### src/rtl/multi_angle_sampler.sv
// multi_angle_sampler: polls up to NUM_CH absolute encoders through one shared
// slow-clock reader in enabled-channel round-robin order. It captures each
// channel's raw angle, flags encoders that stop answering, and publishes a
// registered wrap-aware error (target - current) per channel.
module multi_angle_sampler #(
    parameter int NUM_CH         = 4,
    parameter int ANGLE_W        = 12,
    parameter int DIV_W          = 7,
    parameter int SYNC_STAGES    = 2,
    parameter int TIMEOUT_CYCLES = 40000,
    localparam int CH_W          = (NUM_CH > 1) ? $clog2(NUM_CH) : 1
) (
    input  logic                        clock,
    input  logic                        reset,
    input  logic                        enable,
    input  logic [NUM_CH-1:0]           ch_mask,
    input  logic                        clear_err,
    input  logic [NUM_CH*ANGLE_W-1:0]   target_angle,
    output logic                        i2c_clk,
    output logic                        rd_req,
    output logic [CH_W-1:0]             rd_ch,
    input  logic                        rd_done,
    input  logic [ANGLE_W-1:0]          raw_angle,
    output logic [NUM_CH*ANGLE_W-1:0]   current_angle,
    output logic [NUM_CH*ANGLE_W-1:0]   angle_error,
    output logic [NUM_CH-1:0]           angle_valid,
    output logic [NUM_CH-1:0]           timeout_err,
    output logic                        sample_strobe,
    output logic [CH_W-1:0]             sample_ch
);

    localparam int TO_W = (TIMEOUT_CYCLES > 1) ? $clog2(TIMEOUT_CYCLES) : 1;

    typedef enum logic [2:0] {IDLE, SELECT, REQ, WAIT, RELEASE} state_t;

    state_t                      state_q, state_d;
    logic [DIV_W-1:0]            div_q, div_d;
    logic [SYNC_STAGES-1:0]      sync_q, sync_d;
    logic                        done_prev_q, done_prev_d;
    logic [CH_W-1:0]             rd_ch_q, rd_ch_d;
    logic [CH_W-1:0]             last_q, last_d;
    logic [TO_W-1:0]             cnt_q, cnt_d;
    logic [NUM_CH*ANGLE_W-1:0]   cur_q, cur_d;
    logic [NUM_CH*ANGLE_W-1:0]   err_q, err_d;
    logic [NUM_CH-1:0]           valid_q, valid_d;
    logic [NUM_CH-1:0]           terr_q, terr_d;
    logic                        strobe_q, strobe_d;
    logic [CH_W-1:0]             sample_ch_q, sample_ch_d;

    logic                        done_s;
    logic                        done_rise;
    logic [CH_W:0]               start_off;
    logic [NUM_CH-1:0]           rot_mask;
    logic                        found;
    int                          pick_sum;
    logic [CH_W-1:0]             pick;

    assign done_s    = sync_q[SYNC_STAGES-1];
    assign done_rise = done_s & ~done_prev_q;

    // Free-running divider and rd_done synchroniser chain with edge history.
    always_comb begin
        div_d       = div_q + DIV_W'(1);
        sync_d      = {sync_q[SYNC_STAGES-2:0], rd_done};
        done_prev_d = done_s;
    end

    // Rotate the mask so bit 0 is the channel after the last serviced one, then take the first set bit.
    always_comb begin
        start_off = {1'b0, last_q} + (CH_W+1)'(1);
        rot_mask  = NUM_CH'({ch_mask, ch_mask} >> start_off);
        found     = 1'b0;
        pick_sum  = 0;
        for (int j = 0; j < NUM_CH; j++) begin
            if (!found && rot_mask[j]) begin
                found    = 1'b1;
                pick_sum = int'(last_q) + 1 + j;
            end
        end
        if (pick_sum >= NUM_CH) begin
            pick_sum = pick_sum - NUM_CH;
        end
        pick = CH_W'(pick_sum);
    end

    // Polling FSM: select channel, request, wait for capture or timeout, wait for done to fall.
    always_comb begin
        state_d     = state_q;
        rd_ch_d     = rd_ch_q;
        last_d      = last_q;
        cnt_d       = cnt_q;
        cur_d       = cur_q;
        valid_d     = valid_q;
        terr_d      = clear_err ? '0 : terr_q;
        strobe_d    = 1'b0;
        sample_ch_d = sample_ch_q;
        case (state_q)
            IDLE: begin
                if (enable && |ch_mask) begin
                    state_d = SELECT;
                end
            end
            SELECT: begin
                if (found) begin
                    rd_ch_d = pick;
                    state_d = REQ;
                end else begin
                    state_d = IDLE;
                end
            end
            REQ: begin
                cnt_d   = '0;
                state_d = WAIT;
            end
            WAIT: begin
                cnt_d = cnt_q + TO_W'(1);
                if (done_rise) begin
                    cur_d[rd_ch_q*ANGLE_W +: ANGLE_W] = raw_angle;
                    valid_d[rd_ch_q] = 1'b1;
                    strobe_d         = 1'b1;
                    sample_ch_d      = rd_ch_q;
                    state_d          = RELEASE;
                end else if (cnt_q == TO_W'(TIMEOUT_CYCLES - 1)) begin
                    terr_d[rd_ch_q]  = 1'b1;
                    valid_d[rd_ch_q] = 1'b0;
                    state_d          = RELEASE;
                end
            end
            RELEASE: begin
                if (!done_s) begin
                    last_d  = rd_ch_q;
                    state_d = enable ? SELECT : IDLE;
                end
            end
            default: state_d = IDLE;
        endcase
    end

    // Wrap-aware error: modular difference read as two's complement.
    always_comb begin
        err_d = '0;
        for (int i = 0; i < NUM_CH; i++) begin
            err_d[i*ANGLE_W +: ANGLE_W] = target_angle[i*ANGLE_W +: ANGLE_W] - cur_q[i*ANGLE_W +: ANGLE_W];
        end
    end

    // State register; reset parks the pointer on the last channel so ch0 is polled first.
    always_ff @(posedge clock or posedge reset) begin
        if (reset) begin
            state_q     <= IDLE;
            div_q       <= '0;
            sync_q      <= '0;
            done_prev_q <= 1'b0;
            rd_ch_q     <= '0;
            last_q      <= CH_W'(NUM_CH - 1);
            cnt_q       <= '0;
            cur_q       <= '0;
            err_q       <= '0;
            valid_q     <= '0;
            terr_q      <= '0;
            strobe_q    <= 1'b0;
            sample_ch_q <= '0;
        end else begin
            state_q     <= state_d;
            div_q       <= div_d;
            sync_q      <= sync_d;
            done_prev_q <= done_prev_d;
            rd_ch_q     <= rd_ch_d;
            last_q      <= last_d;
            cnt_q       <= cnt_d;
            cur_q       <= cur_d;
            err_q       <= err_d;
            valid_q     <= valid_d;
            terr_q      <= terr_d;
            strobe_q    <= strobe_d;
            sample_ch_q <= sample_ch_d;
        end
    end

    assign i2c_clk       = div_q[DIV_W-1];
    assign rd_req        = (state_q == REQ) || (state_q == WAIT);
    assign rd_ch         = rd_ch_q;
    assign current_angle = cur_q;
    assign angle_error   = err_q;
    assign angle_valid   = valid_q;
    assign timeout_err   = terr_q;
    assign sample_strobe = strobe_q;
    assign sample_ch     = sample_ch_q;

endmodule

### config.mk
export PLATFORM = sky130hd
export DESIGN_NAME = multi_angle_sampler
export DESIGN_NICKNAME = d
export VERILOG_FILES = /design/src/rtl/multi_angle_sampler.sv
export SDC_FILE = /design/constraint.sdc
export NUM_CORES = 1
export LEC_CHECK = 0
export ABC_AREA = 1
export BUFFER_PORTS_ARGS = -buffer_cell sky130_fd_sc_hd__buf_2
export CORE_ASPECT_RATIO = 1.1
export CORE_MARGIN = 4
export CORE_UTILIZATION = 55
export DETAILED_ROUTE_END_ITERATION = 8
export HOLD_SLACK_MARGIN = 0.06
export PLACE_DENSITY = 0.8
export SLEW_MARGIN = 20
export SYNTH_ARGS = -nofsm -noshare
export SYNTH_HDL_FRONTEND = slang
export SYNTH_SLANG_ARGS = --single-unit
### constraint.sdc
create_clock -name clock -period 10.8 [get_ports clock]
set_input_delay 0 -clock clock [delete_from_list [all_inputs] [get_ports clock]]
set_output_delay 0 -clock clock [all_outputs]
set_load 0.1 [all_outputs]
-- Word level (Yosys, flattened, before mapping)
Index checks and enable logic that the tools add are counted.
- word-level logic and storage cells: 94
- latch bits: 0
- memories kept: 0
- RAM bits: 0
- bits in read-only memories: 0
- input bits: 69
- output and inout port bits: 111
- flip-flop bits (word level): 140
- equal/unequal tests: 8
- $mul: 1
- div/mod/pow operators: 0
- magnitude comparators: 3
- bitwise operators: 7
- reductions and logical operators: 18
- add/subtract/negate cells: 13
- shift operators: 3
- multiplexer cells: 28
- operator list (operator ; count):
    two-way mux 32 bit ; 3
    bitwise mux 48 bit ; 1
    variable shift 12 x 34 -> 48 bit, first input constant ; 1
    indexed part select 12 x 34 -> 48 bit ; 1
    subtractor 12 bit ; 4
    negator 6 -> 34 bit ; 1
    adder 32 x 2 -> 32 bit, second input constant ; 1
    adder 32 x 3 -> 32 bit, second input constant ; 1
    greater-or-equal comparator 32 x 4 -> 1 bit, second input constant ; 1
    case mux 16 bit (2 select lines) ; 1
    two-way mux 4 bit ; 6
    adder 16 x 1 -> 16 bit, second input constant ; 1
    equality test 16 bit, second input constant ; 1
    two-way mux 3 bit ; 5
    case mux 3 bit (5 select lines) ; 1
    two-way mux 1 bit ; 8
    bitwise OR 4 bit ; 2
    AND reduction 2 bit ; 4
    right shift 8 x 3 -> 4 bit ; 1
    adder 7 x 1 -> 7 bit, second input constant ; 1
    adder 2 x 1 -> 3 bit, second input constant ; 2
    equality test 3 x 2 -> 1 bit, second input constant ; 2
    logical AND 1 bit ; 5
    adder 3 x 2 -> 4 bit, second input constant ; 1
    other kinds (20) ; 26

-- Logic depth before layout (Yosys ltp)
Gate-level depths: netlist of run 1.
- depth after elaboration: 14
- gate-level depth with buffers: 12

-- Worst setup path after synthesis of run 1
No wires, ideal clock.
- path kind: register to register
- start: register rd_ch_q[0], in the netlist rd_ch[0]
- end: register cur_q[11], in the netlist current_angle[11]
- path buffers: 2
- slack: 8.068 ns
- data required time: 10.679 ns
- period minus slack after synthesis: 2.732 ns
- data arrival time: 2.611 ns
- stages on the path, launching flop included: 11
- path through: dfrtp_1 > inv_2 > buf_2 > ha_1 > nand2_1 > nand2_2 > inv_2 > buf_6 > nand3_1 > nor2_1 > o22a_1
- word-level cells in the longest chain between the ends: 4
- ends and longest elaborated chain (what ; RTL line ; RTL):
    start: declaration ; 40 ; logic [CH_W-1:0] rd_ch_q, rd_ch_d;
    start signal: assignment ; 168 ; rd_ch_q <= rd_ch_d;
    multiplier 2 x 2 -> 4 bit * ; 118 ; cur_d[rd_ch_q*ANGLE_W +: ANGLE_W] = raw_angle;
    negator 6 -> 34 bit * ; 118 ;
    indexed part select 12 x 34 -> 48 bit or variable shift 12 x 34 -> 48 bit (tied branches) ; 118 ;
    bitwise mux 48 bit * ; 118 ;
    end signal: assignment ; 171 ; cur_q <= cur_d;
    end: declaration ; 43 ; logic [NUM_CH*ANGLE_W-1:0] cur_q, cur_d;
Every way passes the cells marked *; elsewhere a longest branch is shown, timed or not.
A chain may end at the register's enable or synchronous reset.

-- Worst setup path after layout of run 1
- start: register rd_ch_q[0], in the netlist rd_ch[0]
- end: register cur_q[0], in the netlist current_angle[0]
The elaborated chain is that of the path after synthesis.

==> results.sh, run 1 <==
export IMPL_io_pins=180
export IMPL_fin_skew_ns=0.00783
export IMPL_wl_per_cell_um=16.0
export IMPL_die_area_sq_um=17300
export IMPL_viasPerCell=5.57
export IMPL_post_dp_hpwl_um=16800
export IMPL_grt_pass1_vias=8080
export IMPL_grt_max_degree=74
export IMPL_cp_max_fo=27
export IMPL_crit_type="reg2reg"
export IMPL_r2r_start="rd_ch[0]"
export IMPL_regToRegSetupSlack_ns=7.06
export IMPL_totalWireLength_um=23900
export IMPL_min_path_type="in2reg"
export IMPL_syn_instance_count=1031
export IMPL_syn_nets=1158
export IMPL_htree_num_levels=4
export IMPL_critPathLaunchType="register"
export IMPL_endpoint="current_angle[0]"
export IMPL_finish_utilization=0.720
export IMPL_initial_core_util=0.559
export IMPL_seq_area_frac_synth=0.418
export IMPL_clockBufferDepth=2
export IMPL_startpoint="rd_ch[0]"
export IMPL_nFillCells=1147
export IMPL_cts_clk_slew_worst_paths_ns=0.06
export IMPL_postCtsSetupBuffers=0
export IMPL_synthesis_area_sq_um=8380
export IMPL_worst_slew_pin_slew_ns=1.04
export IMPL_ys_types=42
export IMPL_dr_pass1_iters=7
export IMPL_ys_async_sr_fraction=1.00
export IMPL_hold_viol=0
export IMPL_yosys_most_used_dff="dfrtp_1"
export IMPL_yosysWarnings=0
export IMPL_multi_input_area_sq_um=4220
export IMPL_critPathCaptureType="register"
export IMPL_drv_slew=0
export IMPL_clk_insertion_delay_late_ns=0.43
export IMPL_required_ns=11.16
export IMPL_fp_row_count=47
export IMPL_relSlewSlack=0.306
export IMPL_fin_crit_sh=0.346
export IMPL_reg2regPathDepth=9
export IMPL_regArea_sq_um=3510
export IMPL_maxCapViolations=0
export IMPL_holdPathStages=3
export IMPL_grtUsageTotal=0.276
export IMPL_synth_edf_count=0
export IMPL_drt_initial_drc_count=613
export IMPL_final_nets=1405
export IMPL_vias=8280
export IMPL_diodes=0
export IMPL_ant_nets=0
export IMPL_antenna_found_initial=0
export IMPL_cts_tree="yes"
export IMPL_run_status="finished clean"
export IMPL_synth_avg_cell_area_sq_um=8.13
export IMPL_ctsResizeCount=0
export IMPL_coreArea_sq_um=15000
export IMPL_grt_pass1_wl_um=38300
export IMPL_arrival_ns=4.10
export IMPL_timing_rr_end="current_angle[0]"
export IMPL_finalSetupTns_ns=0
export IMPL_final_cell_mix="nand2_1, buf_2, dfrtp_1"
export IMPL_root_buffer="clkbuf_16"
export IMPL_drive_gt1_frac=0.199
export IMPL_grt_setup_unrepaired="false"
export IMPL_cts_buffers=17
export IMPL_fmax_ghz=0.268
export IMPL_die_w_um=126
export IMPL_grt_overflow=0
export IMPL_min_period_ns=3.74
export IMPL_route_detailed_drc=0
export IMPL_ys_ff_latch=140
export IMPL_postCtsHoldBufs=69
export IMPL_final_common_cell="nand2_1"
export IMPL_gp_congestion=0.945
export IMPL_synthToLayoutAreaGrowth_pct=28.8
export IMPL_setup_viol=0
export IMPL_clock_sinks=140
export IMPL_die_y_um=137
export IMPL_io_buffers=179
==> worst max-delay path: stages, from the launching register on <==
cell and delay [ns]:
dfrtp_1 0.67, inv_2 0.40, ha_1 0.81, inv_2 0.37
nor3_2 0.41, inv_1 0.15, a21oi_1 0.14, nand3_1 0.08
dlygate4sd3_1 0.57, nand2_1 0.07
==> metal layers <==
metal	GRT usage	wire, um
met1	0.328	9290
met2	0.481	11900
met3	0.0636	1710
met4	0.127	974
met5	0	0
==> cell usage after synthesis (3+ instances only) <==
cell / n / area (sq um)
nand2_4: 6 / 67.6
clkbuf_1: 5 / 18.8
o21bai_1: 4 / 30.0
xor2_1: 34 / 298
o22ai_2: 5 / 62.6
nand2_2: 4 / 25.0
nor2_1: 57 / 214
buf_2: 12 / 60.1
buf_4: 3 / 22.5
inv_1: 131 / 492
dfrtp_1: 138 / 3450
nand3_1: 93 / 465
ha_1: 54 / 676
o31ai_1: 4 / 30.0
nand4_1: 20 / 125
inv_2: 12 / 45.0
clkinv_1: 3 / 11.3
o21ai_1: 26 / 130
o21ai_0: 62 / 310
fa_1: 4 / 80.1
o21ai_2: 6 / 52.6
nand2_1: 221 / 830
nor3_1: 13 / 65.1
o22ai_1: 23 / 144
a31oi_1: 12 / 75.1
nor2_4: 3 / 33.8
a21o_1: 7 / 52.6
a21oi_1: 37 / 185
xnor2_1: 14 / 123
nand3b_1: 3 / 22.5
==> registers in the layout, summed over array words and instances, names as in the netlist, named ones only <==
name,count
sample_ch,2
last_q,2
state_q,3
div_q,7
sample_strobe,1
timeout_err,4
current_angle,48
sync_q,2
done_prev_q,1
rd_ch,2
cnt_q,16
angle_error,48
==> cell families after synthesis <==
family,Yosys count,synth area share
buffers and inverters,168,0.0796
AOI/OAI and AO/OA,189,0.131
xor gates and xnor gates,48,0.0502
and+or+nand+nor,428,0.231
adders and majority gates,58,0.0901
DFF,140,0.418
==> worst min path at each step <==
| stage | endpoint | from | slack, ns |
|---|---|---|---|
| 6_report | angle_error[43] | target_angle[43] | 0.07 |
| 4_1_cts | angle_error[43] | target_angle[43] | 0.06 |
| 3_3_place_gp | sync_q[0] | rd_done | 0.11 |
| 5_1_grt | angle_error[43] | target_angle[43] | 0.08 |
| 3_5_place_dp | sync_q[0] | rd_done | 0.12 |
| 2_1_floorplan | sync_q[0] | rd_done | 0.03 |
==> area by class of cell <==
class                           instances  share of cell area
Inverter                              147              0.0518
Tap cell                              196              0.0227
Multi-Input combinational cell        723               0.391
Clock buffer                           20              0.0423
Sequential cell                       140               0.325
Clock inverter                         12              0.0202
Timing Repair Buffer                  249               0.148
==> metrics by stage <==
step,cells,worst slack [ns],hold WS [ns],cell area (sq um)
2_1_floorplan,1031,7.05,0.0314,8380
3_3_place_gp,1386,7.64,0.109,9430
3_5_place_dp,1386,7.50,0.120,9430
4_1_cts,1487,7.17,0.0620,10800
5_1_grt,1487,6.76,0.0816,10800
6_report,1487,7.06,0.0745,10800
Power of run 1 is left out: the tool's default activity adds up to more than one toggle a clock period on the data nets, which glitch-free logic cannot reach.
==> run 2: changes to the inputs <==
Settings changed: ABC_AREA 1 to 0, CORE_UTILIZATION 55 to 49, PLACE_DENSITY 0.8 to 0.77.
Clock period 10.8 ns to 3.39 ns, I/O delays scaled along.
==> run 2 against run 1 <==
  * Global-route usage down 4.7 points
  * Critical path depth grew 1
  * Sequential share of layout area is 2.8 points higher
  * Cell count down 18%
  * Maximum frequency is 27% higher
  * Flip-flop and latch count unchanged
  * Design area down 8.0%
  * Worst setup slack got worse by 6.6 ns
  * Die area grew 1.2%
==> results.sh, run 2 <==
export IMPL_crit_cells=10
export IMPL_synthMuxAreaShare=0.0151
export IMPL_wl_per_cell_um=16.4
export IMPL_critical_path_top_delay_family="compound AO/OA/AOI/OAI gates"
export IMPL_fp_row_count=47
export IMPL_synth_top_area_frac=0.457
export IMPL_crit_chain="ha_1, inv_1, fa_1, a21o_1, a21oi_1, o21ai_0, a31o_2, a21oi_1, xnor2_1, dlygate4sd3_1"
export IMPL_root_buffer="clkbuf_16"
export IMPL_synth_fa_ha_area_frac=0.0999
export IMPL_arrival_ns=3.30
export IMPL_syn_nets=892
export IMPL_final_nets=1139
export IMPL_synth_avg_cell_area_sq_um=9.89
export IMPL_die_area_sq_um=17500
export IMPL_synth_compound_area_frac=0.177
export IMPL_grt_pass1_wl_um=32900
export IMPL_drive_gt1_frac=0.227
export IMPL_ys_async_sr_fraction=1.00
export IMPL_dp_cells=1125
export IMPL_critPathCaptureType="register"
export IMPL_cts_tree="yes"
export IMPL_yosysWarnings=0
export IMPL_crit_type="reg2reg"
export IMPL_vias=6675
export IMPL_required_ns=3.74
export IMPL_postCtsSetupBuffers=0
export IMPL_dr_pass1_iters=5
export IMPL_synthesis_area_sq_um=7560
export IMPL_synth_most_common_cell="dfrtp_1"
export IMPL_fmax_ghz=0.339
export IMPL_route_detailed_drc=0
export IMPL_ctsResizeCount=0
export IMPL_grt_pass1_vias=6661
export IMPL_io_pins=180
export IMPL_finalWorstSetupSlack_ns=0.444
export IMPL_grt_setup_unrepaired="false"
export IMPL_cts_clk_slew_worst_paths_ns=0.06
export IMPL_cts_buffers=17
export IMPL_seq_area_frac_synth=0.464
export IMPL_finalNonFillerCells=1223
export IMPL_ys_types=68
export IMPL_reg2regPathDepth=10
export IMPL_holdPathStages=4
export IMPL_hold_viol=0
export IMPL_grt_max_degree=113
export IMPL_htree_num_levels=4
export IMPL_min_path_type="in2reg"
export IMPL_relSlewSlack=0.420
export IMPL_slowest_stage="dlygate4sd3_1"
export IMPL_clock_sinks=140
export IMPL_synthToLayoutAreaGrowth_pct=31.4
export IMPL_grt_overflow=0
export IMPL_syn_instance_count=765
export IMPL_synth_largest_area_cell="dfrtp_1"
export IMPL_regToRegSetupSlack_ns=0.44
export IMPL_pre_cts_slack_ns=0.714
export IMPL_post_dp_hpwl_um=14300
export IMPL_worst_path_buf_inv=2
export IMPL_fin_crit_sh=0.869
export IMPL_antenna_found_initial=1
export IMPL_die_y_um=138
export IMPL_ant_nets=0
export IMPL_yosys_area_share_simple=0.143
export IMPL_maxCapViolations=0
export IMPL_synthTopCellsByCount="dfrtp_1, nand2_1, inv_1, ha_1, nor2_1"
export IMPL_ys_ff_latch=140
export IMPL_viasPerCell=5.46
export IMPL_totalWireLength_um=20100
export IMPL_die_w_um=126
export IMPL_finalSetupTns_ns=0
export IMPL_ys_top_cells_by_area="dfrtp_1, ha_1, nand2_1"
export IMPL_crit_top_cell="a21oi_1"
export IMPL_clockBufferDepth=2
export IMPL_grtUsageTotal=0.230
export IMPL_synth_edf_count=0
export IMPL_cp_max_fo=3
export IMPL_io_buffers=179
export IMPL_clk_insertion_delay_late_ns=0.42
export IMPL_min_period_ns=2.95
export IMPL_initial_core_util=0.500
export IMPL_drt_initial_drc_count=384
export IMPL_critPathLaunchType="register"
export IMPL_gp_congestion=0.857
export IMPL_drv_slew=0
export IMPL_final_cell_mix="buf_2, dfrtp_1, nand2_1"
export IMPL_final_common_cell="buf_2"
export IMPL_synth_xor_area_frac=0.0521
export IMPL_worst_slew_pin_slew_ns=0.857
export IMPL_yosys_most_used_dff="dfrtp_1"
export IMPL_coreArea_sq_um=15100
export IMPL_fin_skew_ns=0.00787
export IMPL_postCtsHoldBufs=64
export IMPL_synth_top_family_by_area="compound AO/OA/AOI/OAI gates"
export IMPL_setup_viol=0
export IMPL_cp_slowest_stage_delay_ns=0.56
export IMPL_run_status="finished clean"
run 2: tightest hold or removal path, delay by kind of cell:
kind	cells	cell delay [ns]
AOI/OAI and AO/OA	1	0.07
buffers and inverters	1	0.08
adders and majority gates	1	0.15
xor gates and xnor gates	1	0.13
run 2: cell families (layout without fill, tap and decap cells):
group	Yosys count	count (layout)
buffers and inverters	91	351
DFF	140	140
adders and majority gates	58	58
other	0	2
muxes	11	11
and+or+nand+nor	221	221
xor gates and xnor gates	45	45
AOI/OAI and AO/OA	199	199
run 2: layer usage:
metal	vias to the layer above	routed length, um	global-route usage	share of wire
li1	3184	-	-	-
met1	3202	8250	0.278	0.41
met2	236	10000	0.389	0.50
met3	53	1130	0.0505	0.056
met4	0	726	0.108	0.036
met5	-	0	0	0
run 2: stage by stage:
step                hold WS (ns)   util  area, sq um
CTS                       0.0619  0.657         9930
finish                    0.0756  0.657         9940
detailed placement         0.106  0.572         8650
global route              0.0880  0.657         9930
global placement           0.107  0.572         8650
floorplan                 0.0314      -         7570
run 2: final cells by class:
cell class | instances | area [sq um]
clock inverter | 6 | 130
timing repair buffer | 247 | 1580
tap | 196 | 245
clock buffer | 26 | 509
sequential | 140 | 3510
fill | 1201 | 5180
antenna | 2 | 5.00
multi-input combinational | 534 | 3690
inverter | 72 | 274
run 2: path summary, 6_finish.rpt:
kind / from / to
min in group asynchronous: reset / div_q[0]
min: target_angle[3] / angle_error[4]
max: current_angle[0] / angle_error[10]
max in group asynchronous: reset / angle_error[13]
max reg2reg: current_angle[0] / angle_error[10]
min reg2reg: sync_q[0] / sync_q[1]
Power of run 2 is left out for the same reason.
==> run 3: changes to the inputs <==
Settings changed: PLACE_DENSITY 0.77 to 0.85.
==> run 3 against run 2 <==
  * Sequential share of layout area up 0.10 points
  * Flip-flop and latch count did not move
  * Cell count hardly changed
  * Critical path depth fell by 5
  * Worst setup slack better by 0.22 ns
  * Design area shrank 0.29%
  * Wire length grew 3.4%
  * Register-to-register slack improved by 0.22 ns
  * Core utilization shrank 0.19 points
  * Clock-buffer cell count down 8
  * Via count up 1.5%
  * Global-route usage increased by 0.81 points
==> results.sh, run 3 (synthesis results as in run 2) <==
export IMPL_fmax_ghz=0.366
export IMPL_design_area_sq_um=9910
export IMPL_maxCapViolations=0
export IMPL_run_status="finished clean"
export IMPL_io_pins=180
export IMPL_coreArea_sq_um=15100
export IMPL_postCtsSetupBuffers=0
export IMPL_root_buffer="clkbuf_16"
export IMPL_die_y_um=138
export IMPL_gp_congestion=0.853
export IMPL_viasPerCell=5.54
export IMPL_fin_crit_sh=0.805
export IMPL_die_w_um=126
export IMPL_totalWireLength_um=20800
export IMPL_timing_rr_end="current_angle[25]"
export IMPL_vias=6774
export IMPL_regToRegSetupSlack_ns=0.66
export IMPL_drt_initial_drc_count=422
export IMPL_antenna_found_initial=0
export IMPL_reg2regPathDepth=5
export IMPL_clockBufferDepth=2
export IMPL_cts_clk_slew_worst_paths_ns=0.06
export IMPL_wl_per_cell_um=17.0
export IMPL_critPathCaptureType="register"
export IMPL_crit_type="reg2reg"
export IMPL_hold_viol=0
export IMPL_diodes=0
export IMPL_cts_buffers=17
export IMPL_ant_nets=0
export IMPL_grt_pass1_vias=6886
export IMPL_cp_max_fo=25
export IMPL_worst_slew_pin_slew_ns=0.929
export IMPL_crit_chain="inv_1, ha_1, and2_1, nor3b_2, a22o_1"
export IMPL_min_period_ns=2.73
export IMPL_clk_insertion_delay_late_ns=0.43
export IMPL_required_ns=3.74
export IMPL_synthToLayoutAreaGrowth_pct=31.0
export IMPL_fin_skew_ns=0.0122
export IMPL_post_dp_hpwl_um=14200
export IMPL_slowest_stage="ha_1"
export IMPL_initial_core_util=0.500
export IMPL_drv_slew=0
export IMPL_hold_slack_ns=0.0589
export IMPL_r2r_start="rd_ch[1]"
export IMPL_cts_tree="yes"
export IMPL_io_buffers=179
export IMPL_grt_pass1_wl_um=34000
export IMPL_clock_sinks=140
export IMPL_finalSetupTns_ns=0
export IMPL_grt_overflow=0
export IMPL_cp_slowest_stage_delay_ns=0.83
export IMPL_arrival_ns=3.08
export IMPL_grt_setup_unrepaired="false"
export IMPL_worstHoldStart="target_angle[3]"
export IMPL_grtUsageTotal=0.238
export IMPL_hold_end="angle_error[3]"
export IMPL_relSlewSlack=0.372
export IMPL_drive_gt1_frac=0.229
export IMPL_die_area_sq_um=17500
export IMPL_final_nets=1141
export IMPL_grt_max_degree=141
export IMPL_final_common_cell="buf_2"
export IMPL_setup_viol=0
export IMPL_min_path_type="in2reg"
export IMPL_fp_row_count=47
export IMPL_final_cell_mix="buf_2, dfrtp_1, nand2_1"
export IMPL_route_detailed_drc=0
export IMPL_critPathLaunchType="register"
export IMPL_htree_num_levels=4
export IMPL_holdPathStages=4
export IMPL_dr_pass1_iters=5
export IMPL_post_dp_cell_area_sq_um=8650
==> run 3: cell count changes in the layout (fill, tap and decap cells not counted), sizes merged, moves of 2 or more <==
cell / before / now
dlygate4sd3: 64 / 66
diode: 2 / 0
clkbuf: 26 / 18
clkinvlp: 1 / 4
inv: 71 / 75
==> run 3: worst max-delay path by stage <==
| stage | start | to | slack, ns | cells after the start |
|---|---|---|---|---|
| 6_report | rd_ch[1] | current_angle[25] | 0.66 | 5 |
| 5_1_grt | rd_ch[1] | current_angle[33] | 0.44 | 5 |
| 4_1_cts | rd_ch[1] | current_angle[33] | 0.73 | 5 |
| 3_5_place_dp | rd_ch[1] | current_angle[30] | 0.72 | 5 |
| 3_3_place_gp | rd_ch[1] | current_angle[35] | 0.85 | 5 |
| 2_1_floorplan | rd_ch[0] | current_angle[11] | 0.60 | 8 |
==> run 3: per-stage QoR <==
| step | util | worst slack, ns | instances |
|---|---|---|---|
| 2_1_floorplan | - | 0.602 | 765 |
| 3_3_place_gp | 0.572 | 0.846 | 1125 |
| 3_5_place_dp | 0.572 | 0.724 | 1125 |
| 4_1_cts | 0.656 | 0.734 | 1222 |
| 5_1_grt | 0.656 | 0.435 | 1222 |
| 6_report | 0.656 | 0.661 | 1222 |
==> run 3: timing repair <==
item / in CTS / in global routing
resized for setup: 0 / 0
hold endpoints to repair: 209 / 0
hold buffers: 66 / 0
==> run 3: critical path, delay by kind of cell (launching register included) <==
kind | cells | cell delay (ns)
simple gates | 2 | 0.96
buf+inv | 1 | 0.16
compound gates | 1 | 0.23
flops | 1 | 0.48
fa+ha+maj | 1 | 0.83
==> run 3: per-layer routing <==
metal  up-vias  GRT usage  wire, um
met2       267      0.411     10500
met5         -          0         0
met3        58     0.0513      1280
li1       3179          -         -
met1      3270      0.287      8390
met4         0     0.0982       656
==> run 3: cell type report <==
| class | count | area (sq um) |
|---|---|---|
| clock inverter | 13 | 166 |
| inverter | 72 | 274 |
| tap | 196 | 245 |
| fill | 1099 | 5210 |
| multi-input combinational | 534 | 3690 |
| timing repair buffer | 249 | 1600 |
| clock buffer | 18 | 429 |
| sequential | 140 | 3510 |
Power of run 3 is left out for the same reason.
